===== config.mk =====
export PLATFORM = sky130hd
export DESIGN_NAME = mdu_seq
export DESIGN_NICKNAME = d
export VERILOG_FILES = /design/src/rtl/mdu_seq_pkg.sv /design/src/rtl/mdu_sign.sv /design/src/rtl/mdu_seq.sv
export SDC_FILE = /design/constraint.sdc
export NUM_CORES = 1
export LEC_CHECK = 0
export BUFFER_PORTS_ARGS = -buffer_cell sky130_fd_sc_hd__clkbuf_2
export CORE_MARGIN = 2
export CORE_UTILIZATION = 44
export DETAILED_ROUTE_END_ITERATION = 8
export GPL_ROUTABILITY_DRIVEN = 0
export GPL_TIMING_DRIVEN = 0
export PLACE_DENSITY = 0.69
export REMOVE_ABC_BUFFERS = 1
export SYNTH_ARGS = -nofsm -noshare
export SYNTH_HDL_FRONTEND = slang
export SYNTH_SLANG_ARGS = --single-unit

===== constraint.sdc =====
create_clock -name clk -period 14 [get_ports clk]
set_clock_uncertainty 0.15 [all_clocks]
set_input_delay 1.4 -clock clk [delete_from_list [all_inputs] [get_ports clk]]
set_output_delay 1.4 -clock clk [all_outputs]
set_load 0.005 [all_outputs]

===== src/rtl/mdu_seq_pkg.sv =====
// mdu_seq_pkg: RV32M op codes, FSM state encoding and iteration count shared by the MDU
package mdu_seq_pkg;
  localparam int MDU_XLEN = 32;
  localparam int MDU_N_ITER = 32;
  localparam logic [2:0] MDU_OP_MUL = 3'd0;
  localparam logic [2:0] MDU_OP_MULH = 3'd1;
  localparam logic [2:0] MDU_OP_MULHSU = 3'd2;
  localparam logic [2:0] MDU_OP_MULHU = 3'd3;
  localparam logic [2:0] MDU_OP_DIV = 3'd4;
  localparam logic [2:0] MDU_OP_DIVU = 3'd5;
  localparam logic [2:0] MDU_OP_REM = 3'd6;
  localparam logic [2:0] MDU_OP_REMU = 3'd7;
  typedef enum logic [1:0] {IDLE, CALC, DONE} mdu_state_t;
endpackage


===== src/rtl/mdu_sign.sv =====
// mdu_sign: operand magnitudes/signs at start and sign fix-up plus result select at completion
module mdu_sign import mdu_seq_pkg::*; (
  input  logic [2:0]  op,
  input  logic [31:0] a,
  input  logic [31:0] b,
  input  logic [2:0]  sel,
  input  logic        sa,
  input  logic        sb,
  input  logic [63:0] acc,
  output logic [31:0] a_mag,
  output logic [31:0] b_mag,
  output logic        a_neg,
  output logic        b_neg,
  output logic [31:0] res
);
  logic [63:0] prod;
  logic [31:0] quo, rem;
  always_comb begin
    a_neg = a[31] && (op == MDU_OP_MULH || op == MDU_OP_MULHSU || op == MDU_OP_DIV || op == MDU_OP_REM);
    b_neg = b[31] && (op == MDU_OP_MULH || op == MDU_OP_DIV || op == MDU_OP_REM);
    a_mag = a_neg ? -a : a;
    b_mag = b_neg ? -b : b;
    prod = (sa ^ sb) ? -acc : acc;
    quo = (sa ^ sb) ? -acc[31:0] : acc[31:0];
    rem = sa ? -acc[63:32] : acc[63:32];
    res = sel == MDU_OP_MUL ? prod[31:0] : !sel[2] ? prod[63:32] : sel[1] ? rem : quo;
  end
endmodule


===== src/rtl/mdu_seq.sv =====
// mdu_seq: sequential RV32M multiply/divide unit using shift-add and restoring division
module mdu_seq import mdu_seq_pkg::*; #(
  parameter int XLEN = MDU_XLEN,
  parameter int N_ITER = MDU_N_ITER
) (
  input  logic            clk,
  input  logic            rst,
  input  logic            start,
  input  logic [2:0]      mdu_op,
  input  logic [XLEN-1:0] A,
  input  logic [XLEN-1:0] B,
  input  logic            flush,
  output logic            busy,
  output logic            stall,
  output logic            done,
  output logic [XLEN-1:0] C
);
  mdu_state_t state, nxt;
  logic [5:0] cnt;
  logic [2:0] op_q;
  logic sa, sb, a_neg, b_neg, div0, ovf, go;
  logic [XLEN-1:0] bm, a_mag, b_mag, res, spec;
  logic [2*XLEN-1:0] acc, acc_nxt;
  logic [XLEN:0] sum, diff;
  mdu_sign u_sign (
    .op(mdu_op), .a(A), .b(B), .sel(op_q), .sa(sa), .sb(sb), .acc(acc_nxt),
    .a_mag(a_mag), .b_mag(b_mag), .a_neg(a_neg), .b_neg(b_neg), .res(res)
  );
  always_comb begin
    go = state == IDLE && start && !flush;
    div0 = mdu_op[2] && B == '0;
    ovf = (mdu_op == MDU_OP_DIV || mdu_op == MDU_OP_REM) && A == {1'b1, {(XLEN-1){1'b0}}} && B == '1;
    spec = mdu_op[1] ? (div0 ? A : '0) : (div0 ? '1 : {1'b1, {(XLEN-1){1'b0}}});
    sum = {1'b0, acc[2*XLEN-1:XLEN]} + (acc[0] ? {1'b0, bm} : '0);
    diff = acc[2*XLEN-1:XLEN-1] - {1'b0, bm};
    acc_nxt = !op_q[2] ? {sum, acc[XLEN-1:1]} :
              diff[XLEN] ? {acc[2*XLEN-2:0], 1'b0} : {diff[XLEN-1:0], acc[XLEN-2:0], 1'b1};
    nxt = flush ? IDLE :
          state == IDLE ? (go ? ((div0 || ovf) ? DONE : CALC) : IDLE) :
          state == CALC ? (cnt == 6'(N_ITER - 1) ? DONE : CALC) : IDLE;
    busy = state != IDLE;
    done = state == DONE;
    stall = go || state == CALC;
  end
  always_ff @(posedge clk) begin
    if (rst) begin
      state <= IDLE;
      cnt <= '0;
      op_q <= '0;
      sa <= 1'b0;
      sb <= 1'b0;
      acc <= '0;
      bm <= '0;
      C <= '0;
    end else begin
      state <= nxt;
      if (go) begin
        op_q <= mdu_op;
        sa <= a_neg;
        sb <= b_neg;
        cnt <= '0;
        acc <= {{XLEN{1'b0}}, mdu_op[2] ? a_mag : b_mag};
        bm <= mdu_op[2] ? b_mag : a_mag;
        if (div0 || ovf) C <= spec;
      end else if (state == CALC) begin
        acc <= acc_nxt;
        cnt <= cnt + 1'b1;
        if (nxt == DONE) C <= res;
      end
    end
  end
endmodule


==> metrics.md <==
| Metric | Value |
|---|---|
| Mapped Cells | `2396` |
| Nets | `2519` |
| Clk Latency, worst-skew pair | `0.45 ns` |
| Maximum clock frequency | `0.132 GHz` |
| Hold Path Class | `reg2reg` |
| Yosys top cell by area | `dfxtp_1` |
| Die W | `198 um` |
| I/O pin count | `106` |
| Cells on Worst Hold Path | `2` |
| P&R area growth vs syn | `8.54%` |
| Synth Area per Inst | `6.88 um^2` |
| Hold Vio Cnt, Final | `0` |
| Via count | `18900` |
| Clk slew on worst S/H paths | `0.07 ns` |
| Most numerous cell in the Yosys netlist | `nand2_1` |
| Required time worst endpoint | `14.20 ns` |
| Num CTS Buffers | `17` |
| Cell depth of the worst setup path | `17` |
| Placed inst area | `17300 um^2` |
| DRC viols | `0` |
| Detail Placement HPWL | `47500 um` |
| Crit path launch | `acc[31]` |
| Worst-path cell chain | `inv_1 > ha_1 > inv_1 > fa_1 > a211oi_1 > o211a_1 > nor3_2 > o21a_2 > o21ai_2 > nand2_2 > a311oi_1 > nor4_2 > nand2_1 > o31ai_1 > xnor2_1 > a211o_1 > a311oi_1` |
| Post-route cell area | `17900 um^2` |
| Post-synth EDFFs | `0` |
| Number of gates resized after CTS | `0` |
| CTS max path bufs | `2` |
| CTS Sinks | `141` |
| Crit share post-route | `54.3%` |
| Routed WL | `62400 um` |
| Placed cell count | `2824` |
| Ys async rst share | `0%` |
| Power per Cell Area | `80.6 nW/um^2` |
| H-Tree Depth | `4` |
| Initial core utilization | `44.8%` |
| Post-route ant nets | `0` |
| HP Start | `bm[28]` |
| Peak supply drop | `0.0863 mV` |
| Ys Warns | `0` |
| Sequential cell area | `2830 um^2` |
| Leakage power | `6.64 nW` |
| CP Max Fanout | `22` |
| Final Max Tran Viols | `1` |
| Largest family of logic cells by synthesized area | `compound AO/OA/AOI/OAI gates` |
| Worst path max stage delay | `1.41 ns` |
| WP data arrival | `7.81 ns` |
| Drt first-iter violations | `2495` |
| Setup Buffers After CTS | `0` |
| Largest net degree at the start of global routing | `87` |
| Run status | `complete, but fails checks` |
| TritonCTS clock tree | `built` |
| CP Capture Type | `flop` |
| Antenna violations before repair | `0` |
| GRT Util Overall | `31.3%` |
| Register area share after synthesis | `17.1%` |
| Slew headroom | `-0.421%` |
| Row count | `70` |
| Layout cells sized above 1 | `9.29%` |
| Core area | `36800 um^2` |
| Slew of the pin with the lowest slew margin | `1.50 ns` |
| Crit path max-delay family | `compound AO/OA/AOI/OAI gates` |
| Post-synthesis mux area share | `3.65%` |
| Compound-Gate Fraction of Synth Area | `33.0%` |
| Non-Filler Instances | `2857` |
| Yosys reg bits | `141` |
| Area of the multi-input gates | `12800 um^2` |
| FILL cells | `3700` |
| Most frequent cells after synthesis | `nand2_1, a21oi_1, nor2_1, dfxtp_1, o21ai_0` |
| Mapped Area | `16500 um^2` |
| Hold_buf cts | `0` |
| Failing checks | `capacitance limit, slew limit` |
| Antenna Diode Count | `0` |
| Vias per cell | `6.62` |
| Max Cap Viol | `1` |
| Die Ht | `198 um` |
| PortBufs | `105` |
| Simple-Gate Fraction of Synth Area | `26.0%` |
| Final setup viols | `0` |
| WL/cell | `21.8 um` |
| Slowest-stage cell, CP | `a311oi_1` |
| Global-route wire length before repair | `96100 um` |
| Most common flop cell mapped by yosys | `dfxtp_1` |
| Netlist cell types | `102` |
| Post-synth top area share | `17.1%` |
| Startpoint Class | `flop` |
| WP buf/inv | `2` |
| Critical path class | `reg2reg` |
| RR Startpoint | `acc[31]` |
| Vias in the first global route | `17500` |
| 1st-pass router iterations | `6` |
| Setup TNS | `0 ns` |
| GRT overflow | `0` |
| Synthesized-area fraction occupied by adder cells | `5.55%` |
| Tmin final | `7.60 ns` |
| Synth area leaders | `dfxtp_1, a21oi_1, nand2_1` |
| Synthesized-area fraction occupied by xor and xnor cells | `9.08%` |
| CTS Root Buffer Type | `clkbuf_16` |
| RSZ-0062 raised after global routing | `false` |
| Die area | `39000 um^2` |
| Worst r2r path cells | `17` |
cell usage in the layout (no fill, tap or decap), drive strengths merged, types with 36 or more instances in the layout:
cell type  count
a211oi        63
a21oi        243
a31oi         36
and2          53
clkbuf       123
dfxtp        141
ha            70
inv           72
mux2i         53
nand2        307
nand3         44
nand4         39
nor2         234
nor3          83
o211ai        87
o21ai        159
xnor2        103
xor2          68
report_power, final:
group	switching, W	total [W]	leakage (nW)	internal (W)
Sequential	0.0000283	0.000444	1.15	0.000416
Clock	0.000210	0.000459	0.267	0.000248
Combinational	0.000358	0.000539	5.22	0.000182
Total	0.000596	0.00144	6.64	0.000846
tightest hold or removal path, cell delays in order, from the launching register on:
cell and delay (ns):
dfxtp_1 0.32, nand2_1 0.06, a21oi_1 0.05
flip-flops by register name, indices dropped and copies added (netlist names):
register  cells
C            32
acc          64
bm           32
cnt           6
op_q          3
sa            1
sb            1
state         2
cell type report:
type                    instances  area share (%)
clock buffers                  19            2.42
clock inverters                13           0.748
inverters                      69            1.45
multi-input cells            2024            71.6
flip-flops and latches        141            15.8
well taps                     468            3.27
repair buffers                123            4.77
routing by layer:
layer,wire [um],GRT usage (%),vias up,share of wire (%)
met5,0,0,-,0
met4,3890,18.7,0,6.2
met3,6920,6.93,242,11
met2,27200,49.4,1159,44
met1,24400,38.9,8733,39
li1,-,-,8779,-
final timing paths:
| kind | end | slack (ns) |
|---|---|---|
| worst max-delay path | C[22] | 6.40 |
| worst min-delay path | bm[28] | 0.32 |
| worst min register to register | bm[28] | 0.32 |
| worst max register to register | C[22] | 6.40 |
stage by stage:
step	setup WS (ns)	power, W	util [%]	hold WS [ns]
finish	6.40	0.00144	48.7	0.323
global route	6.41	0.00149	48.7	0.344
CTS	6.86	0.00142	48.6	0.327
detailed placement	6.94	0.000968	47.1	0.320
global placement	0.947	0.000955	46.0	0.303
floorplan	5.56	0.000797	-	0.284
cell families after synthesis:
kind of cell    after synthesis
flops                       141
compound gates              818
mux                          59
xor+xnor                    171
buf+inv                     231
fa+ha+maj                    72
simple gates                904
(Power assumes the default switching activity.)
